[src/rtl/ccff_pkg.sv]
// Shared types and defaults for the configuration-chain (ccff) loader and fabric top.
package ccff_pkg;

  localparam int CCFF_CHAIN_LEN = 1024;
  localparam int CCFF_DATA_W    = 8;

  typedef enum logic [1:0] {
    CCFF_IDLE = 2'd0,
    CCFF_LOAD = 2'd1,
    CCFF_DONE = 2'd2
  } ccff_state_e;

  // Width of a bit index into a data_w-wide byte; never zero.
  function automatic int ccff_idx_w(input int data_w);
    return (data_w > 1) ? $clog2(data_w) : 1;
  endfunction

endpackage

[src/rtl/ccff_loader_if.sv]
// Configuration byte stream: valid/ready handshake from upstream into the loader.
interface ccff_loader_if #(
  parameter int DATA_W = ccff_pkg::CCFF_DATA_W
) ();

  logic [DATA_W-1:0] data_in;
  logic              data_valid;
  logic              data_ready;

  modport master (output data_in, output data_valid, input data_ready);
  modport slave  (input data_in, input data_valid, output data_ready);

endinterface

[src/rtl/ccff_byte_serializer.sv]
// One-byte buffer that walks its bits LSB-first onto the chain head.
module ccff_byte_serializer
  import ccff_pkg::*;
#(
  parameter int DATA_W = CCFF_DATA_W
) (
  input  logic         prog_clk,
  input  logic         prog_reset,
  input  logic         i_active,     // FSM is in LOAD
  input  logic         i_clear,      // a load is starting: drop any buffered byte
  input  logic         i_more_bits,  // chain still needs bits
  input  logic         i_last_bit,   // exactly one bit still needed
  ccff_loader_if.slave s_data,
  output logic         o_fire,       // a bit is issued at the coming edge
  output logic         o_head,
  output logic         o_shift_en
);

  localparam int              IDX_W    = ccff_idx_w(DATA_W);
  localparam logic [IDX_W-1:0] LAST_IDX = IDX_W'(DATA_W - 1);

  logic [DATA_W-1:0] r_buf;
  logic [IDX_W-1:0]  r_idx;
  logic              r_full;
  logic              r_head;
  logic              r_shift_en;
  logic              w_fire;
  logic              w_ready;
  logic              w_hs;

  // Issue decision and ready: refill early when the last buffered bit leaves,
  // but never ask for a byte once the final chain bit is on its way.
  // NOTE: every signal here is assigned on every path, so no latch is inferred.
  always_comb begin
    w_fire  = i_active && i_more_bits && r_full;
    w_ready = i_active && i_more_bits &&
              (!r_full || ((r_idx == LAST_IDX) && !i_last_bit));
    w_hs    = w_ready && s_data.data_valid;
  end

  // Buffer load, bit walk and registered serial output.
  // NOTE: non-blocking assignments so every flop samples pre-edge values.
  // NOTE: the byte buffer is a handful of flops, so it is reset like the rest
  // to keep the head bit and chain inputs deterministic after prog_reset.
  always_ff @(posedge prog_clk) begin
    if (prog_reset) begin
      r_buf      <= '0;
      r_idx      <= '0;
      r_full     <= 1'b0;
      r_head     <= 1'b0;
      r_shift_en <= 1'b0;
    end else begin
      r_shift_en <= w_fire;
      if (w_fire) begin
        r_head <= r_buf[r_idx];
      end
      if (i_clear) begin
        r_full <= 1'b0;
        r_idx  <= '0;
      end else if (w_hs) begin
        r_buf  <= s_data.data_in;
        r_idx  <= '0;
        r_full <= 1'b1;
      end else if (w_fire) begin
        if (r_idx == LAST_IDX) begin
          r_full <= 1'b0;
        end else begin
          r_idx <= r_idx + 1'b1;
        end
      end
    end
  end

  assign s_data.data_ready = w_ready;
  assign o_fire            = w_fire;
  assign o_head            = r_head;
  assign o_shift_en        = r_shift_en;

endmodule

[src/rtl/ccff_loader.sv]
// Configuration-chain loader: FSM, remaining-bit counter and tail parity signature.
module ccff_loader
  import ccff_pkg::*;
#(
  parameter  int CHAIN_LEN = CCFF_CHAIN_LEN,
  parameter  int DATA_W    = CCFF_DATA_W,
  localparam int CNT_W     = $clog2(CHAIN_LEN + 1)
) (
  input  logic             prog_clk,
  input  logic             prog_reset,
  input  logic             start,
  ccff_loader_if.slave     s_data,
  output logic             ccff_head,
  output logic             ccff_shift_en,
  input  logic             ccff_tail,
  output logic             busy,
  output logic             done,
  output logic [CNT_W-1:0] bits_left,
  output logic             tail_parity
);

  ccff_state_e      r_state;
  logic [CNT_W-1:0] r_bits_left;
  logic             r_done;
  logic             r_parity;
  logic             w_active;
  logic             w_start;
  logic             w_more;
  logic             w_last;
  logic             w_fire;
  logic             w_head;
  logic             w_shift_en;

  // Decode of the current state and counter for the serializer.
  always_comb begin
    w_active = (r_state == CCFF_LOAD);
    w_start  = start && (r_state != CCFF_LOAD);
    w_more   = (r_bits_left != '0);
    w_last   = (r_bits_left == CNT_W'(1));
  end

  ccff_byte_serializer #(
    .DATA_W (DATA_W)
  ) u_ser (
    .prog_clk    (prog_clk),
    .prog_reset  (prog_reset),
    .i_active    (w_active),
    .i_clear     (w_start),
    .i_more_bits (w_more),
    .i_last_bit  (w_last),
    .s_data      (s_data),
    .o_fire      (w_fire),
    .o_head      (w_head),
    .o_shift_en  (w_shift_en)
  );

  // Load sequencing; LOAD lingers one cycle at zero bits so the final
  // gated edge is sampled into the parity as DONE is entered.
  always_ff @(posedge prog_clk) begin
    if (prog_reset) begin
      r_state     <= CCFF_IDLE;
      r_bits_left <= '0;
      r_done      <= 1'b0;
      r_parity    <= 1'b0;
    end else begin
      if (w_shift_en) begin
        r_parity <= r_parity ^ ccff_tail;
      end
      case (r_state)
        CCFF_IDLE, CCFF_DONE: begin
          if (start) begin
            r_state     <= CCFF_LOAD;
            r_bits_left <= CNT_W'(CHAIN_LEN);
            r_parity    <= 1'b0;
            r_done      <= 1'b0;
          end
        end
        CCFF_LOAD: begin
          if (w_fire) begin
            r_bits_left <= r_bits_left - 1'b1;
          end
          if (!w_more) begin
            r_state <= CCFF_DONE;
            r_done  <= 1'b1;
          end
        end
        default: r_state <= CCFF_IDLE;
      endcase
    end
  end

  assign ccff_head     = w_head;
  assign ccff_shift_en = w_shift_en;
  assign busy          = w_active;
  assign done          = r_done;
  assign bits_left     = r_bits_left;
  assign tail_parity   = r_parity;

endmodule

[src/flat_wrapper.sv]
// flat-port wrapper written by rule: the top's interface ports become plain ports
module ccff_loader_flat import ccff_pkg::*;
#(
  parameter  int CHAIN_LEN = CCFF_CHAIN_LEN,
  parameter  int DATA_W    = CCFF_DATA_W,
  localparam int CNT_W     = $clog2(CHAIN_LEN + 1)
)
  (prog_clk, prog_reset, start, ccff_head, ccff_shift_en, ccff_tail, busy, done, bits_left, tail_parity, s_data_data_in, s_data_data_valid, s_data_data_ready);
  ccff_loader_if #(.DATA_W(DATA_W)) s_data_i ();
  input  logic prog_clk;
  input  logic prog_reset;
  input  logic start;
  output logic ccff_head;
  output logic ccff_shift_en;
  input  logic ccff_tail;
  output logic busy;
  output logic done;
  output logic [CNT_W-1:0] bits_left;
  output logic tail_parity;
  input wire logic [$bits(s_data_i.data_in)-1:0] s_data_data_in;
  input wire logic [$bits(s_data_i.data_valid)-1:0] s_data_data_valid;
  output wire logic [$bits(s_data_i.data_ready)-1:0] s_data_data_ready;
  assign s_data_i.data_in = s_data_data_in;
  assign s_data_i.data_valid = s_data_data_valid;
  assign s_data_data_ready = s_data_i.data_ready;
  ccff_loader #(.CHAIN_LEN(CHAIN_LEN), .DATA_W(DATA_W)) u_core (.prog_clk(prog_clk), .prog_reset(prog_reset), .start(start), .s_data(s_data_i), .ccff_head(ccff_head), .ccff_shift_en(ccff_shift_en), .ccff_tail(ccff_tail), .busy(busy), .done(done), .bits_left(bits_left), .tail_parity(tail_parity));
endmodule
[config.mk]
export PLATFORM = sky130hd
export DESIGN_NAME = ccff_loader_flat
export DESIGN_NICKNAME = d
export VERILOG_FILES = /design/src/rtl/ccff_pkg.sv /design/src/rtl/ccff_loader_if.sv /design/src/rtl/ccff_byte_serializer.sv /design/src/rtl/ccff_loader.sv /design/src/flat_wrapper.sv
export SDC_FILE = /design/constraint.sdc
export NUM_CORES = 1
export LEC_CHECK = 0
export ABC_AREA = 0
export CORE_ASPECT_RATIO = 0.6
export CORE_UTILIZATION = 40
export DETAILED_ROUTE_END_ITERATION = 7
export MAX_ROUTING_LAYER = met4
export PLACE_DENSITY = 0.65
export SYNTH_ARGS = -nofsm -noshare
export SYNTH_HDL_FRONTEND = slang
export SYNTH_SLANG_ARGS = --single-unit
[constraint.sdc]
create_clock -name prog_clk -period 2.72 [get_ports prog_clk]
set_clock_uncertainty 0.15 [all_clocks]
set_input_delay 0.816 -clock prog_clk [delete_from_list [all_inputs] [get_ports prog_clk]]
set_output_delay 0.816 -clock prog_clk [all_outputs]
set_load 0.03 [all_outputs]
==> flow_summary.json, run 1 <==
{
  "status": "finished clean",
  "num_rows": 16,
  "cp-end-kind": "output pin",
  "place_congestion": 0.9068,
  "design_area_sq_mm": 0.002074,
  "yosys.area_share.adder": 0.04160,
  "die_w_um": 81.16,
  "synth_area_sq_mm": 0.001504,
  "rsz0062_at_grt": "no",
  "antenna_found_initial": 0,
  "dieArea_sq_mm": 0.004017,
  "syn_nets": 176,
  "synth_seq_area_share": 0.3860,
  "routed_wl_um": 3683,
  "grt_overflow": 0,
  "p_leak_nw": 0.7929,
  "area_growth_pct": 37.94,
  "most-common-layout-cells": "dfxtp_1, clkdlybuf4s50_1, buf_4, nand2b_1, mux2i_1",
  "clkLatencyLatePin_ns": 0.28,
  "worstPathRequired_ns": 1.75,
  "critPathBufInv": 2,
  "num_vias": 1353,
  "initial_core_util": 0.4393,
  "fmax_mhz": 382.6,
  "post-route-util": 0.6060,
  "ir_worst_vdd_mv": 0.2612,
  "hold_class": "reg -> reg",
  "timing.hold.ws_ns": 0.3084,
  "reg2reg_slack_ns": 0.46,
  "drv_cap": 0,
  "final_antenna_net_count": 0,
  "first_global_vias": 1253,
  "synth.avg_cell_area_sq_um": 9.519,
  "syn_inst": 158,
  "muxShareOfSynthArea": 0.1231,
  "slew_headroom": 0.5449,
  "crit_type": "reg -> out",
  "layout.nets": 227,
  "worstPathMaxFanout": 6,
  "tightestPinTransition_ns": 0.6809,
  "drc": 0,
  "dr.pass1.iters": 4,
  "synth_edf_count": 0,
  "r2r-start": "u_core.bits_left[0]",
  "cp_slowest_cell": "clkdlybuf4s50_1",
  "antenna_cells": 0,
  "cp.depth": 3,
  "core_area_sq_mm": 0.003423,
  "cts_made_buffers": 5,
  "power.density_mw_per_mm2": 460.1,
  "layout_commonest_cell": "dfxtp_1",
  "crit_chain": "nor2b_1 -> buf_4 -> clkdlybuf4s50_1",
  "ys_warn_count": 0,
  "cts_root_buffer": "clkbuf_8",
  "reg2reg_depth": 7,
  "synth_top_cell_area_share": 0.3860,
  "synth-xor-area-share": 0.02912,
  "grt_usage": 0.2152,
  "period_needed_ns": 2.614,
  "synth-simple-area-share": 0.2854,
  "worst_ep_arrival_time_ns": 1.65,
  "cts.path.max_buffers": 2,
  "hold_violations": 0,
  "timing.critical_path.to": "busy",
  "fin_cells": 255,
  "critPathTopFamily": "buffers and inverters",
  "grt_pass1_wl_um": 6065,
  "hpwlAfterDp_um": 2848,
  "cts_sinks": 29,
  "ys_seq_elements": 29,
  "grt_max_degree": 27,
  "tns_ns": 0,
  "viasPerCell": 5.306,
  "cp-start-kind": "flop",
  "boundaryPins": 30,
  "synth_top_family_by_area": "simple AND/OR/NAND/NOR gates",
  "drtIter0Drc": 122,
  "clk_pin_slew_ns": 0.06,
  "cts_tree": "done",
  "async_flop_share": 0,
  "fin_crit_sh": 0.9610,
  "synth_largest_area_cell": "dfxtp_1",
  "io_buffer_count": 29,
  "setup_slack_ns": 0.1062,
  "finalSetupViolCount": 0,
  "synthTopCellsByArea": "dfxtp_1, mux2i_1, nand2b_1",
  "final_layout_size_suffix_gt1_frac": 0.2000,
  "drv_slew": 0,
  "post-place-ws_ns": 0.02067,
  "die-height_um": 49.50,
  "dp.cells": 247,
  "critPathMaxStageDelay_ns": 0.67,
  "dpl_cell_area_sq_mm": 0.001978,
  "reg2reg_to": "u_core.bits_left[3]",
  "ys_dominant_reg_cell": "dfxtp_1",
  "total_power_mw": 0.9545,
  "cts_setup_buffers": 0,
  "synth_cell_types": 39,
  "synth-compound-area-share": 0.1048,
  "setup.worst_path.start": "u_core.r_state[1]",
  "htree_levels": 2,
  "wire_per_inst_um": 14.44
}
worst min-delay path by stage:
stage	cells after the start	startpoint	slack, ns	end
detailed placement	2	u_core.done	0.30	u_core.done
finish	2	u_core.done	0.31	u_core.done
global placement	2	u_core.done	0.30	u_core.done
floorplan	2	u_core.u_ser.r_buf[6]	0.30	u_core.u_ser.r_buf[6]
global route	2	u_core.u_ser.r_buf[6]	0.35	u_core.u_ser.r_buf[6]
CTS	2	u_core.done	0.31	u_core.done
area by class of cell:
type | instances | area (sq um)
fill | 286 | 1349
multi-input combinational | 119 | 878.3
sequential | 29 | 580.6
clock buffer | 7 | 96.34
clock inverter | 1 | 5.005
tap | 45 | 56.30
inverter | 4 | 15.01
timing repair buffer | 50 | 442.9
synthesized netlist by cell type, drive strengths merged (2+ instances only):
library cell / number
dfxtp: 29
nand2b: 20
mux2i: 14
nor2: 11
a21oi: 9
nand2: 9
nor3: 6
clkbuf: 5
ha: 5
a31oi: 4
inv: 4
or3: 4
or4: 4
xnor2: 4
a211oi: 3
nand3: 3
nor4: 3
mux4: 2
nor2b: 2
o211ai: 2
o21ai: 2
cell families after synthesis:
family / count (synthesis)
xor gates and xnor gates: 5
DFF: 29
muxes: 16
adders and majority gates: 5
AOI/OAI and AO/OA: 24
buffers and inverters: 10
and+or+nand+nor: 69
timing repair:
action,CTS,global route
cloned,0,0
endpoints found under the setup margin,1,1
hold buffers,0,0
gates resized for setup,3,2
per-layer routing:
layer,wire [um],global-route usage,vias to the layer above
met5,0,-,-
met4,29,0.08036,0
met3,286,0.07037,3
met2,1511,0.2871,47
met1,1856,0.2976,634
li1,-,-,669
report_power, final:
part / internal (mW) / leakage [nW] / switching [mW]
Sequential: 0.434 / 0.235 / 0.00714
Clock: 0.228 / 0.0542 / 0.164
Combinational: 0.0596 / 0.504 / 0.0614
Total: 0.722 / 0.793 / 0.233
sequential cells by signal, summed over array words and instances (netlist names):
signal,flops
u_core.bits_left,11
u_core.u_ser.r_buf,8
u_core.u_ser.r_idx,3
u_core.r_state,2
u_core.done,1
u_core.tail_parity,1
u_core.u_ser.o_head,1
u_core.u_ser.o_shift_en,1
u_core.u_ser.r_full,1
worst reg2reg max path, cell delays in order, from the launching register on:
cell and delay [ns]:
dfxtp_1 0.35, inv_1 0.07, ha_1 0.22, buf_4 0.14, nor4b_2 0.20, a311o_1 0.47
or3_2 0.43, a21oi_1 0.15
(Power assumes the default switching activity.)
==> inputs of run 2 (changes only) <==
--- a/config.mk
+++ b/config.mk
@@ -8,6 +8,7 @@
 export ABC_AREA = 0
 export CORE_ASPECT_RATIO = 0.6
 export CORE_UTILIZATION = 40
+export CTS_CLUSTER_DIAMETER = 100
 export DETAILED_ROUTE_END_ITERATION = 7
 export MAX_ROUTING_LAYER = met4
 export PLACE_DENSITY = 0.65
==> results of run 2 <==
The final DEF is identical to that of run 1; final timing and power are the same.
==> inputs of run 3 (changes only) <==
==> constraint.sdc (replaced) <==
create_clock -name prog_clk -period 2.72 [get_ports prog_clk]
set_clock_uncertainty 0.15 [all_clocks]
set_input_delay 0.816 -clock prog_clk [delete_from_list [all_inputs] [get_ports prog_clk]]
set_output_delay 0.816 -clock prog_clk [all_outputs]
set_load 0.1 [all_outputs]
==> flow_summary.json, run 3 (same netlist as run 1, synthesis figures left out) <==
{
  "drtIter0Drc": 68,
  "hpwlAfterDp_um": 2678,
  "drc": 0,
  "clk_pin_slew_ns": 0.06,
  "fin_cells": 241,
  "grt_util_met1": 0.2903,
  "post-place-ws_ns": 0.3214,
  "fmax_mhz": 370.0,
  "pwr-share-seq": 0.448,
  "tns_ns": 0,
  "combPwrFrac": 0.158,
  "reg2reg_slack_ns": 0.59,
  "grt_overflow": 0,
  "cts_root_buffer": "clkbuf_8",
  "cts.path.max_buffers": 2,
  "fin_crit_sh": 0.9936,
  "drv_slew": 0,
  "grt_busiest_layer": "met1",
  "viasPerCell": 5.349,
  "dieArea_sq_mm": 0.004017,
  "htree_levels": 2,
  "final_layout_size_suffix_gt1_frac": 0.2908,
  "reg2reg_depth": 6,
  "grt_use_met2": 0.2717,
  "crit_type": "reg -> out",
  "cts_tree": "done",
  "setup_slack_ns": 0.01729,
  "setup.worst_path.start": "u_core.bits_left[4]",
  "area_growth_pct": 32.53,
  "tightestPinTransition_ns": 0.6446,
  "antenna_cells": 0,
  "dp.cells": 232,
  "clkLatencyLatePin_ns": 0.27,
  "initial_core_util": 0.4393,
  "largest_reg_flops": 11,
  "boundaryPins": 30,
  "worstPathMaxFanout": 6,
  "cts_sinks": 29,
  "final_antenna_net_count": 0,
  "hold_buffers": 0,
  "p_sw_frac": 0.2683,
  "dr.pass1.iters": 4,
  "wire_per_inst_um": 14.51,
  "num_rows": 16,
  "cts_made_buffers": 5,
  "layout.nets": 213,
  "num_vias": 1289,
  "place_congestion": 0.8168,
  "die-height_um": 49.50,
  "first_global_vias": 1166,
  "die_w_um": 81.16,
  "hold_class": "reg -> reg",
  "cp-start-kind": "flop",
  "internal_power_mw": 0.7214,
  "worstPathRequired_ns": 1.75,
  "routed_wl_um": 3497,
  "grt_usage": 0.2012,
  "ir_worst_vdd_mv": 0.3089,
  "power.density_mw_per_mm2": 494.6,
  "core_area_sq_mm": 0.003423,
  "layout_commonest_cell": "buf_4",
  "worst_ep_arrival_time_ns": 1.74,
  "reg2reg_to": "u_core.bits_left[3]",
  "hold_violations": 0,
  "timing.hold.ws_ns": 0.3112,
  "period_needed_ns": 2.703,
  "slew_headroom": 0.5691,
  "finalSetupViolCount": 0,
  "io_buffer_count": 29,
  "timing.critical_path.to": "s_data_data_ready",
  "antenna_found_initial": 0,
  "most-common-layout-cells": "buf_4, nand2b_1, dfxtp_1, mux2i_1, clkdlybuf4s50_1",
  "grt_pass1_wl_um": 5727,
  "grt_max_degree": 18,
  "cp-end-kind": "output pin",
  "status": "finished clean",
  "fill_cells": 317,
  "min_path_cells": 2,
  "switchingPower_mw": 0.2645,
  "total_power_mw": 0.9859,
  "p_leak_nw": 0.7631,
  "grt_util_met3": 0.06111,
  "drv_cap": 0,
  "clock_power_share": 0.394,
  "rsz0062_at_grt": "yes",
  "r2r-start": "u_core.bits_left[0]"
}
run 3: area by class of cell:
class	count	area [sq um]	area share
Clock buffer	7	96.34	0.04834
Clock inverter	1	5.005	0.002511
Inverter	4	15.01	0.007533
Multi-Input combinational cell	119	889.6	0.4463
Sequential cell	29	605.6	0.3038
Tap cell	45	56.30	0.02825
Timing Repair Buffer	36	325.3	0.1632
run 3: timing repair:
action,in CTS,in global routing
resized for setup,0,3
buffers inserted,0,1
endpoints found under the setup margin,0,1
run 3: stage by stage:
stage	util	cell area (sq um)
finish	0.5822	1993
global route	0.5822	1993
CTS	0.5782	1979
detailed placement	0.5486	1878
global placement	0.5486	1878
floorplan	-	1538
run 3: worst max-delay path, stage by stage (launching register included):
cell and delay [ns]:
dfxtp_4 0.37, or4_4 0.57, nor3_4 0.27, a21oi_4 0.09
buf_12 0.17
run 3: worst min path at each step:
stage,start,endpoint,slack (ns)
after floorplan,u_core.u_ser.r_buf[6],u_core.u_ser.r_buf[6],0.30
after detailed placement,u_core.done,u_core.done,0.30
after global placement,u_core.done,u_core.done,0.30
after CTS,u_core.done,u_core.done,0.31
final,u_core.done,u_core.done,0.31
after global routing,u_core.done,u_core.done,0.35
run 3: per-layer routing:
layer	up-vias	routed length (um)
li1	640	-
met1	610	1875
met2	39	1402
met3	0	219
met4	0	0
met5	-	0
run 3: power groups by stage:
stage                     clock network (mW)  registers, mW  logic (mW)
after floorplan                            0          0.477      0.0747
after global placement                     0          0.452       0.152
after detailed placement                   0          0.452       0.154
after CTS                              0.397          0.443       0.156
after global routing                   0.417          0.442       0.166
final                                  0.389          0.442       0.156
==> edit: new RTL, settings of run 2 <==
Register the outputs `ccff_head`, `ccff_shift_en` and `busy`; this adds one clock of latency there. The other outputs are not delayed to match.
--- a/src/rtl/ccff_loader.sv
+++ b/src/rtl/ccff_loader.sv
@@ -89,9 +89,11 @@
     end
   end
 
-  assign ccff_head     = w_head;
-  assign ccff_shift_en = w_shift_en;
-  assign busy          = w_active;
+  always_ff @(posedge prog_clk) begin
+    ccff_head     <= w_head;
+    ccff_shift_en <= w_shift_en;
+    busy          <= w_active;
+  end
   assign done          = r_done;
   assign bits_left     = r_bits_left;
   assign tail_parity   = r_parity;
Function: changed (a bounded check fails within 4 cycles, from zero or initial values and one cycle with prog_reset high).
==> edit against run 2 <==
  * The flow now finishes with violations (design-rule violations)
  * Area after synthesis increased by 8.4%
  * Non-clock buffer count decreased by 12
  * Design area increased by 2.3%
  * Worst setup slack improved by 0.0087 ns
  * Sequential cell count increased by 3
  * Register-to-register slack improved by 0.07 ns
  * Routed wire length increased by 4.4%
  * Critical endpoint is now s_data_data_ready
Power is not compared: it rests on default switching activity, and its combinational part moved more than twofold at a synthesized area within 25%.
==> edit: results (changes against run 2) <==
| Metric | Value |
|---|---|
| Status | `finished with violations (was complete, no violations)` |
| Failing checks | `design-rule violations` |
| Placed insts | `251 (was 247)` |
| Non-filler instance count after layout | `260 (was 255)` |
| Met3 global-route usage | `7.11% (was 7.04%)` |
| Met2 GRT Util | `27.3% (was 28.7%)` |
| Via Count | `1,418 (was 1,353)` |
| Worst r2r dst | `u_core.bits_left[1]$_SDFFE_PP0P_ (was u_core.bits_left[3]$_SDFFE_PP0P_)` |
| Routability cong. | `0.857 (was 0.907)` |
| Area occupied by multi-input gates | `947 sq um (was 878 sq um)` |
| Synth Area in XOR/XNOR | `0.537% (was 2.91%)` |
| Largest stage delay, worst path | `0.37 ns (was 0.67 ns)` |
| Register area share after synthesis | `39.3% (was 38.6%)` |
| GR Layer Usage met1 | `28.1% (was 29.8%)` |
| DRC viols | `8 (was 0)` |
| Pin count of the biggest net entering global routing | `18 (was 27)` |
| Initial DRT Pass Iterations | `6 (was 4)` |
| Largest cells by area after synthesis | `dfxtp_1 (39%), mux2i_1 (8.0%), nand2b_1 (7.3%), a21oi_1 (4.0%), ha_1 (3.8%) (was dfxtp_1 (39%), mux2i_1 (9.3%), nand2b_1 (8.3%), ha_1 (4.2%), mux4_2 (3.0%))` |
| Worst path slowest cell | `dfxtp_1 (was clkdlybuf4s50_1)` |
| Detailed Place HPWL | `2840 microns (was 2850 microns)` |
| Number of global-route vias before repair | `1,323 (was 1,253)` |
| Layout cells sized above 1 | `13.1% (was 20.0%)` |
| Crit path max fanout | `5 (was 6)` |
| Worst slack, placed | `0.0385 ns (was 0.0207 ns)` |
| Worst setup path endpoint | `s_data_data_ready (was busy)` |
| Worst reg2reg path startpoint | `u_core.bits_left[1]$_SDFFE_PP0P_ (was u_core.bits_left[0]$_SDFFE_PP0P_)` |
| Slew HR | `54.3% (was 54.5%)` |
| Synth top cells by count | `dfxtp_1 (32), nand2b_1 (19), a21oi_1 (13), mux2i_1 (13), nand2_1 (11) (was dfxtp_1 (29), nand2b_1 (20), mux2i_1 (14), nor2_1 (11), nand2_1 (9))` |
| Path depth of the worst reg2reg path | `6 (was 7)` |
| Placed Area | `0.00200 sq mm (was 0.00198 sq mm)` |
| Total wire length | `3850 microns (was 3680 microns)` |
[edit: cell count changes after synthesis, moves of 3 or more]
cell,before,now
a21oi_1,8,13
a31oi_1,4,1
dfxtp_1,29,32
nand4_1,0,3
o21ai_0,2,8
or3_1,2,6
xnor2_1,4,0
[edit: layer usage]
| metal | vias to the layer above | wire (microns) |
|---|---|---|
| li1 | 708 | - |
| met1 | 663 | 2050 |
| met2 | 45 | 1580 |
| met3 | 2 | 190 |
| met4 | 0 | 23 |
| met5 | - | 0 |
[edit: repair_timing]
action,in CTS,in global routing
resized for setup,0,2
buffers inserted,0,1
endpoints found under the setup margin,0,1
[edit: final cells by class]
cell class / instances / area share [%]
multi-input combinational: 132 / 44.6
sequential: 32 / 30.2
timing repair buffer: 38 / 16.7
clock buffer: 6 / 3.42
tap: 47 / 2.77
clock inverter: 2 / 1.65
inverter: 3 / 0.531
[edit: how the worst min path moves through the flow]
stage | from | to | slack [ns] | cells past startpoint
floorplan | u_core.u_ser.o_shift_en$_SDFF_PP0_ | u_core.ccff_shift_en$_DFF_P_ | 0.18 | 0
global placement | u_core.u_ser.o_shift_en$_SDFF_PP0_ | u_core.ccff_shift_en$_DFF_P_ | 0.19 | 0
detailed placement | u_core.u_ser.o_shift_en$_SDFF_PP0_ | u_core.ccff_shift_en$_DFF_P_ | 0.19 | 0
CTS | u_core.u_ser.o_shift_en$_SDFF_PP0_ | u_core.ccff_shift_en$_DFF_P_ | 0.20 | 0
global route | u_core.u_ser.o_shift_en$_SDFF_PP0_ | u_core.ccff_shift_en$_DFF_P_ | 0.21 | 0
finish | u_core.u_ser.o_shift_en$_SDFF_PP0_ | u_core.ccff_shift_en$_DFF_P_ | 0.20 | 0
